### src/rtl/mem_port_arbiter.sv
// Round-robin arbiter for the shared MAR/MDR memory port.
// Optional ACCESS timeout is enabled by defining MEM_ARB_TIMEOUT_EN.
module mem_port_arbiter #(
  parameter int NREQ    = 2,
  parameter int AW      = 16,
  parameter int DW      = 16,
  parameter int TIMEOUT = 15
) (
  input  logic               clk,
  input  logic               rst,
  input  logic [NREQ-1:0]    req,
  input  logic [NREQ-1:0]    rw,
  input  logic [NREQ*AW-1:0] addr,
  input  logic [NREQ*DW-1:0] wdata,
  output logic [NREQ-1:0]    gnt,
  output logic [NREQ-1:0]    ack,
  output logic [DW-1:0]      rdata,
  output logic               err,
  output logic               busy,
  output logic [AW-1:0]      mem_addr,
  output logic [DW-1:0]      mem_wdata,
  output logic               mem_EN,
  output logic               mem_RW,
  input  logic [DW-1:0]      mem_rdata,
  input  logic               MFC
);

  localparam int IW = (NREQ > 1) ? $clog2(NREQ) : 1;

  typedef enum logic [1:0] {
    IDLE,
    SETUP,
    ACCESS,
    DONE
  } state_e;

  state_e        state_q;
  logic [IW-1:0] ptr_q;
  logic [IW-1:0] idx_q;
  logic [IW-1:0] sel;
  logic [IW-1:0] cand;
  logic [IW-1:0] ptr_d;
  logic          found;

  logic [AW-1:0] addr_a  [NREQ];
  logic [DW-1:0] wdata_a [NREQ];

  for (genvar g = 0; g < NREQ; g++) begin : g_unpack
    assign addr_a[g]  = addr[g*AW +: AW];
    assign wdata_a[g] = wdata[g*DW +: DW];
  end

  // Scan offsets high to low so the requester nearest the pointer wins.
  always_comb begin
    found = 1'b0;
    sel   = '0;
    cand  = '0;
    for (int k = NREQ - 1; k >= 0; k--) begin
      cand = IW'((int'(ptr_q) + k) % NREQ);
      if (req[cand]) begin
        found = 1'b1;
        sel   = cand;
      end
    end
  end

  assign ptr_d = (idx_q == IW'(NREQ - 1)) ? '0 : idx_q + IW'(1);

`ifdef MEM_ARB_TIMEOUT_EN
  localparam int CW = $clog2(TIMEOUT + 1);
  logic [CW-1:0] cnt_q;
`else
  assign err = 1'b0;
`endif

  always_ff @(posedge clk) begin
    if (rst) begin
      state_q   <= IDLE;
      ptr_q     <= '0;
      idx_q     <= '0;
      gnt       <= '0;
      ack       <= '0;
      rdata     <= '0;
      busy      <= 1'b0;
      mem_addr  <= '0;
      mem_wdata <= '0;
      mem_EN    <= 1'b0;
      mem_RW    <= 1'b0;
`ifdef MEM_ARB_TIMEOUT_EN
      err       <= 1'b0;
      cnt_q     <= '0;
`endif
    end else begin
      ack <= '0;
`ifdef MEM_ARB_TIMEOUT_EN
      err <= 1'b0;
`endif
      unique case (state_q)
        IDLE: begin
          if (found) begin
            idx_q     <= sel;
            gnt       <= '0;
            gnt[sel]  <= 1'b1;
            busy      <= 1'b1;
            mem_addr  <= addr_a[sel];
            mem_wdata <= wdata_a[sel];
            mem_RW    <= rw[sel];
            state_q   <= SETUP;
          end
        end
        SETUP: begin
          mem_EN  <= 1'b1;
          state_q <= ACCESS;
`ifdef MEM_ARB_TIMEOUT_EN
          cnt_q   <= '0;
`endif
        end
        ACCESS: begin
          if (MFC) begin
            mem_EN  <= 1'b0;
            ack     <= gnt;
            rdata   <= mem_RW ? mem_rdata : '0;
            ptr_q   <= ptr_d;
            state_q <= DONE;
          end
`ifdef MEM_ARB_TIMEOUT_EN
          else if (cnt_q == CW'(TIMEOUT - 1)) begin
            mem_EN  <= 1'b0;
            ack     <= gnt;
            err     <= 1'b1;
            rdata   <= '0;
            ptr_q   <= ptr_d;
            state_q <= DONE;
          end else begin
            cnt_q <= cnt_q + CW'(1);
          end
`endif
        end
        DONE: begin
          gnt     <= '0;
          busy    <= 1'b0;
          rdata   <= '0;
          state_q <= IDLE;
        end
      endcase
    end
  end

endmodule

### config.mk
export PLATFORM = sky130hd
export DESIGN_NAME = mem_port_arbiter
export DESIGN_NICKNAME = d
export VERILOG_FILES = /design/src/rtl/mem_port_arbiter.sv
export SDC_FILE = /design/constraint.sdc
export NUM_CORES = 1
export LEC_CHECK = 0
export BUFFER_PORTS_ARGS = -buffer_cell sky130_fd_sc_hd__buf_2
export CAP_MARGIN = 30
export CORE_MARGIN = 2
export CORE_UTILIZATION = 40
export DETAILED_ROUTE_END_ITERATION = 7
export GPL_TIMING_DRIVEN = 0
export PLACE_DENSITY = 0.76
export SLEW_MARGIN = 20
export SYNTH_ARGS = -nofsm -noshare
export SYNTH_HDL_FRONTEND = slang
export SYNTH_SLANG_ARGS = --single-unit
### constraint.sdc
create_clock -name clk -period 1.35 [get_ports clk]
set_input_delay 0.3375 -clock clk [delete_from_list [all_inputs] [get_ports clk]]
set_output_delay 0.3375 -clock clk [all_outputs]
set_load 0.01 [all_outputs]
; ---- After elaboration in Yosys (flattened, before gate mapping)
; Index checks and enable logic that the tools add are counted.
[op_classes]
n_addsub = 2
magnitude_cmp = 5
n_eq_ne = 5
mux = 31
bitwise_logic = 3
n_reduce_logical = 12
[ops]
columns = operator, n
row1 = $mux 16, 8
row2 = $pmux 16 s2, 1
row3 = $mux 1, 14
row4 = $reduce_and 2->1, 6
row5 = $pmux 2 s4, 1
row6 = $lt 1x2->1 const B, 3
row7 = $mux 2, 3
row8 = $reduce_bool 2->1, 3
row9 = $eq 2x2->1 const B, 2
row10 = $ne 2x2->1 const B, 2
row11 = $pmux 1 s2, 2
row12 = $pmux 2 s2, 1
row13 = $reduce_or 3->1, 1
row14 = $add 1x1->1 const B, 2
row15 = $eq 2x1->1 const B, 1
row16 = $ge 2x2->1 const B, 1
row17 = $logic_not 2->1, 1
row18 = $not 1->1, 2
row19 = $not 1->2, 1
row20 = $demux 1 s1, 1
row21 = $ge 1x1->1 const B, 1
row22 = $logic_and 1x1->1, 1
[totals]
register_bits = 59
inputBits = 87
word_cells = 69

; ---- Logic depth before layout (Yosys ltp)
[logic_depth]
word_depth = 11
depth_mapped = 7
depth_no_buf = 5

; ---- Least setup slack after synthesis
; Ideal clock, no wire load.
[synth_timing]
kind = reg-to-reg
from = reg state_q[0]
to = reg rdata[11]
setup_ns = 0.132
arrival_ns = 1.366
required_time_ns = 1.218
slack_ns = -0.149
path_stages_with_launch = 8
n_path_buf = 2
path_cell_list = dfxtp_1 -> inv_1 -> ha_1 -> buf_4 -> mux2_4 -> buf_4 -> nand3_1 -> a21oi_1
[synth_via]
elab_chain_cells = 3
word_cells_on_any_way = 6
classes_between = eq/ne (3) / mux (1) / reduce/logical (2)
[synth_rtl]
columns = element, line
row1 = start: declaration, 37  ; state_e state_q;
row2 = start signal: assignment, 78  ; state_q <= IDLE;
row3 = start signal: assignment, 108  ; state_q <= SETUP;
row4 = start signal: assignment, 113  ; state_q <= ACCESS;
row5 = $eq 2x2->1, 98  ; unique case (state_q)
row6 = $ne 2x2->1 (no source line) or $reduce_bool 2->1 (tied branches), -
row7 = $reduce_and 2->1 (no source line), -
row8 = end signal: assignment, 122  ; rdata <= mem_RW ? mem_rdata : '0;
row9 = end: declaration, 17  ; output logic [DW-1:0] rdata,
; Parallel ways exist; a longest one is shown, timed or not.
; A chain may end at the register's enable or synchronous reset.

; ---- Worst setup path after layout
[layout_timing]
from = reg state_q[0]
to = reg rdata[13]
; Same word-level chain as after synthesis.

==> metrics.md <==
| Metric | Value |
|---|---|
| First-pass GRT wire length | roughly 13000 um |
| Leak Pwr | 0.00175 uW |
| Synth Net Count | slightly above 400 |
| Netlist cell types | 29 |
| Worst-case clock buffer depth | 2 |
| Antenna Nets Post-Route | 0 |
| Final worst slack | -0.0399 ns |
| Crit-path max FO | 5 |
| Max_cap viols | 0 |
| WP buf/inv | 2 |
| I/O Pins | approximately 140 |
| R2R Path End | rdata[13] |
| Yosys warns | 0 |
| Pins Over Slew Limit | 0 |
| Design Area, Final | 0.00393 mm^2 |
| Clk slew on worst S/H paths | 0.07 ns |
| Critical Path AT | 1.58 ns |
| Port bufs | 140 |
| Multi-input logic area | 0.00139 mm^2 |
| Crit. End Element | flop |
| Total die area | 0.00717 mm^2 |
| Overall Global Routing Usage | approximately 23% |
| Largest net degree at the start of global routing | 11 |
| Initial Utilization | 41.2% |
| Drt pass-1 iters | 4 |
| Vias | roughly 3000 |
| Hold_sp | mem_rdata[9] |
| Ant. Diodes | 0 |
| Cells after Synth | 318 |
| Outcome | complete, but fails checks |
| Clock latency on the worst-skew pair | roughly 0.33 ns |
| Storage element area | 0.00119 mm^2 |
| # placed instances | roughly 540 |
| Slew HR | 58.8% |
| Clock Skews | 0.00709 ns |
| Maximum VDD drop | roughly 1100 uV |
| Area grow syn2layout | 51.0% |
| Min-Delay Path Depth | 3 |
| Crit-path cells | inv_4 -> ha_4 -> mux2_4 -> buf_8 -> nand3_2 -> a21oi_2 |
| Slowest cell delay on critical path | 0.37 ns |
| Violated checks | negative setup slack |
| Die H | approximately 85 um |
| Worst slew pin tran | between 0.6 and 0.7 ns |
| Critical path class | flop to flop |
| Hold WC Path Type | input pin to flop |
| CP Launch Type | flop |
| FP Rows | 29 |
| Clock sink total | 59 |
| Reg2reg setup slack | -0.04 ns |
| Initial antenna violation count | 0 |
| Slowest cell on the critical path | dfxtp_4 |
| Core Area | 0.00631 mm^2 |
| Number of setup violations in the final report | 13 |
| Post-synthesis average cell area | 8.19 um^2 |
| WP data required | 1.54 ns |
| Pwr/cell area | 2000 mW/mm^2 |
| WL per Instance | 14.8 um |
| H-tree levels | 3 |
| Fmax achieved | 719 MHz |
| RSZ-0062 raised after global routing | yes |
| Area of the mapped netlist | between 0.002 and 0.003 mm^2 |
| Final #Nets | approximately 570 |
| CTS tree | built |
| Seq/Total Area, Yosys | 45.4% |
| Number of global-route vias before repair | 2953 |
| DRC violations left | 0 |
| Non-filler cells, final | 560 |
| Hold Fails Final Rpt | 0 |
| Yosys reg bits | 59 |
| Layout cell share with drive strength beyond 1 | a little under half |
| 1st-iter DRT viols | 130 |
| Filler instances | 547 |
| GR Overflow Total | 0 |
| Dpl cell area | about 0.0035 mm^2 |
| Min-Delay Endpoint | rdata[9] |
| Final period utilization | 103% |
| Chip width | around 85 um |
| RePlAce Congestion | 0.770 |
| CTS Hold Bufs | 0 |
| CTS root buffer | clkbuf_8 |
| Final min period | about 1.4 ns |
| Reg2Reg Launch Point | state_q[0] |
| Drt total wl | 8280 um |
| CTS Buf Count | 9 |
| Final HPWL DP | 5840 um |
| R2R depth | 6 |
| Routed vias/inst | 5.39 |
| CP delay by family, top | flip-flops |
[placed cells by master (no fill, tap or decap), drive strengths merged]
master  Yosys  final
a21oi      55     55
a31oi      33     33
a32oi       1      1
and2b       1      1
buf        23    173
bufinv      0      2
clkbuf      9     18
clkinv      0      4
conb        1      1
dfxtp      59     59
ha          4      4
inv         6      6
mux2        1      1
mux2i       2      2
nand2      21     21
nand2b      1      1
nand3      17     17
nand4       1      1
nor2        3      3
nor2b       3      3
nor3b       3      3
o21a        1      1
o21ai      71     71
o221a       1      1
or2         1      1
[routing by layer]
metal  share of wire (%)  GRT usage, %  up-vias
li1                    -             -     1470
met1                  41          27.5     1386
met5                   0             0        -
met2                  48          38.8      148
met4                 1.7          7.07        0
met3                 9.6          8.06       13
[cells by family (layout without fill, tap and decap cells)]
logic type | after synthesis | count (layout) | synth area share (%)
compound gates | 162 | 162 | 33.3
flops | 59 | 59 | 45.4
simple gates | 51 | 51 | 9.52
buf+inv | 38 | 203 | 7.88
fa+ha+maj | 4 | 4 | 1.92
mux | 3 | 3 | 1.83
other cells | 1 | 1 | 0.144
[cells in the mapped netlist]
library cell	n	area share [%]
a31oi_1	33	7.9
mux2_4	1	0.58
a32oi_1	1	0.34
nor2b_1	3	0.72
buf_6	4	1.7
mux2i_4	1	0.86
o21ai_0	70	13
nand3_1	17	3.3
nand2b_1	1	0.24
and2b_1	1	0.29
a21oi_1	55	11
clkbuf_2	1	0.19
nor3b_1	2	0.58
buf_2	16	3.1
clkbuf_1	8	1.2
o21a_1	1	0.29
conb_1	1	0.14
nand4_1	1	0.24
nand2_1	21	3.0
buf_4	3	0.86
nor2_1	3	0.43
or2_2	1	0.24
nor3b_2	1	0.48
o21ai_2	1	0.34
ha_1	4	1.9
inv_1	6	0.86
dfxtp_1	59	45
o221a_1	1	0.43
mux2i_1	1	0.38
[worst min-delay path: cells and delay by family]
kind                   cells  cell delay (ns)
and+or+nand+nor            1             0.04
buffers and inverters      1             0.10
AOI/OAI and AO/OA          1             0.05
[stage by stage]
stage | util [%] | setup TNS, ns | worst slack, ns | power, uW | hold slack, ns
2_1_floorplan | - | -0.0779 | -0.00780 | 4490 | 0.446
3_3_place_gp | 55.1 | -5.40 | -0.148 | 5470 | 0.437
3_5_place_dp | 55.1 | -5.90 | -0.164 | 5530 | 0.444
4_1_cts | 60.6 | -0.388 | -0.0345 | 7640 | 0.241
5_1_grt | 62.3 | -1.09 | -0.0923 | 8410 | 0.242
6_report | 62.3 | -0.229 | -0.0399 | 7860 | 0.248
[worst max path at each step]
| stage | depth (start not counted) | startpoint | slack (ns) | end |
|---|---|---|---|---|
| after floorplan | 7 | state_q[0] | -0.008 | rdata[11] |
| after global placement | 6 | state_q[1] | -0.15 | mem_addr[5] |
| after detailed placement | 6 | state_q[0] | -0.16 | mem_addr[8] |
| after CTS | 6 | state_q[0] | -0.03 | rdata[9] |
| after global routing | 6 | state_q[0] | -0.09 | rdata[13] |
| final | 6 | state_q[0] | -0.04 | rdata[13] |
[cell type report]
type / instances / share of cell area (%)
timing repair buffer: 150 / 20.4
buffer: 31 / 5.73
sequential: 59 / 30.2
multi-input combinational: 221 / 35.2
clock inverter: 6 / 2.04
tap: 77 / 2.45
clock buffer: 10 / 3.25
inverter: 6 / 0.700
[sequential cells by signal (all words and copies together) (netlist names)]
name	cells
busy	1
state_q	2
ptr_q	1
rdata	16
ack	2
gnt	2
mem_wdata	16
mem_addr	16
mem_RW	1
mem_EN	1
idx_q	1
[power by group]
part	switching (uW)	internal (uW)
logic	1920	1680
registers	293	2250
clock network	695	1030
total	2910	4960
[repair_timing]
| item | CTS | global route |
|---|---|---|
| buffers inserted | 6 | 2 |
| gates cloned | 1 | 1 |
| pin swaps | 5 | 6 |
| resized for setup | 21 | 31 |
| endpoints found under the setup margin | 46 | 50 |
(Power assumes the default switching activity.)
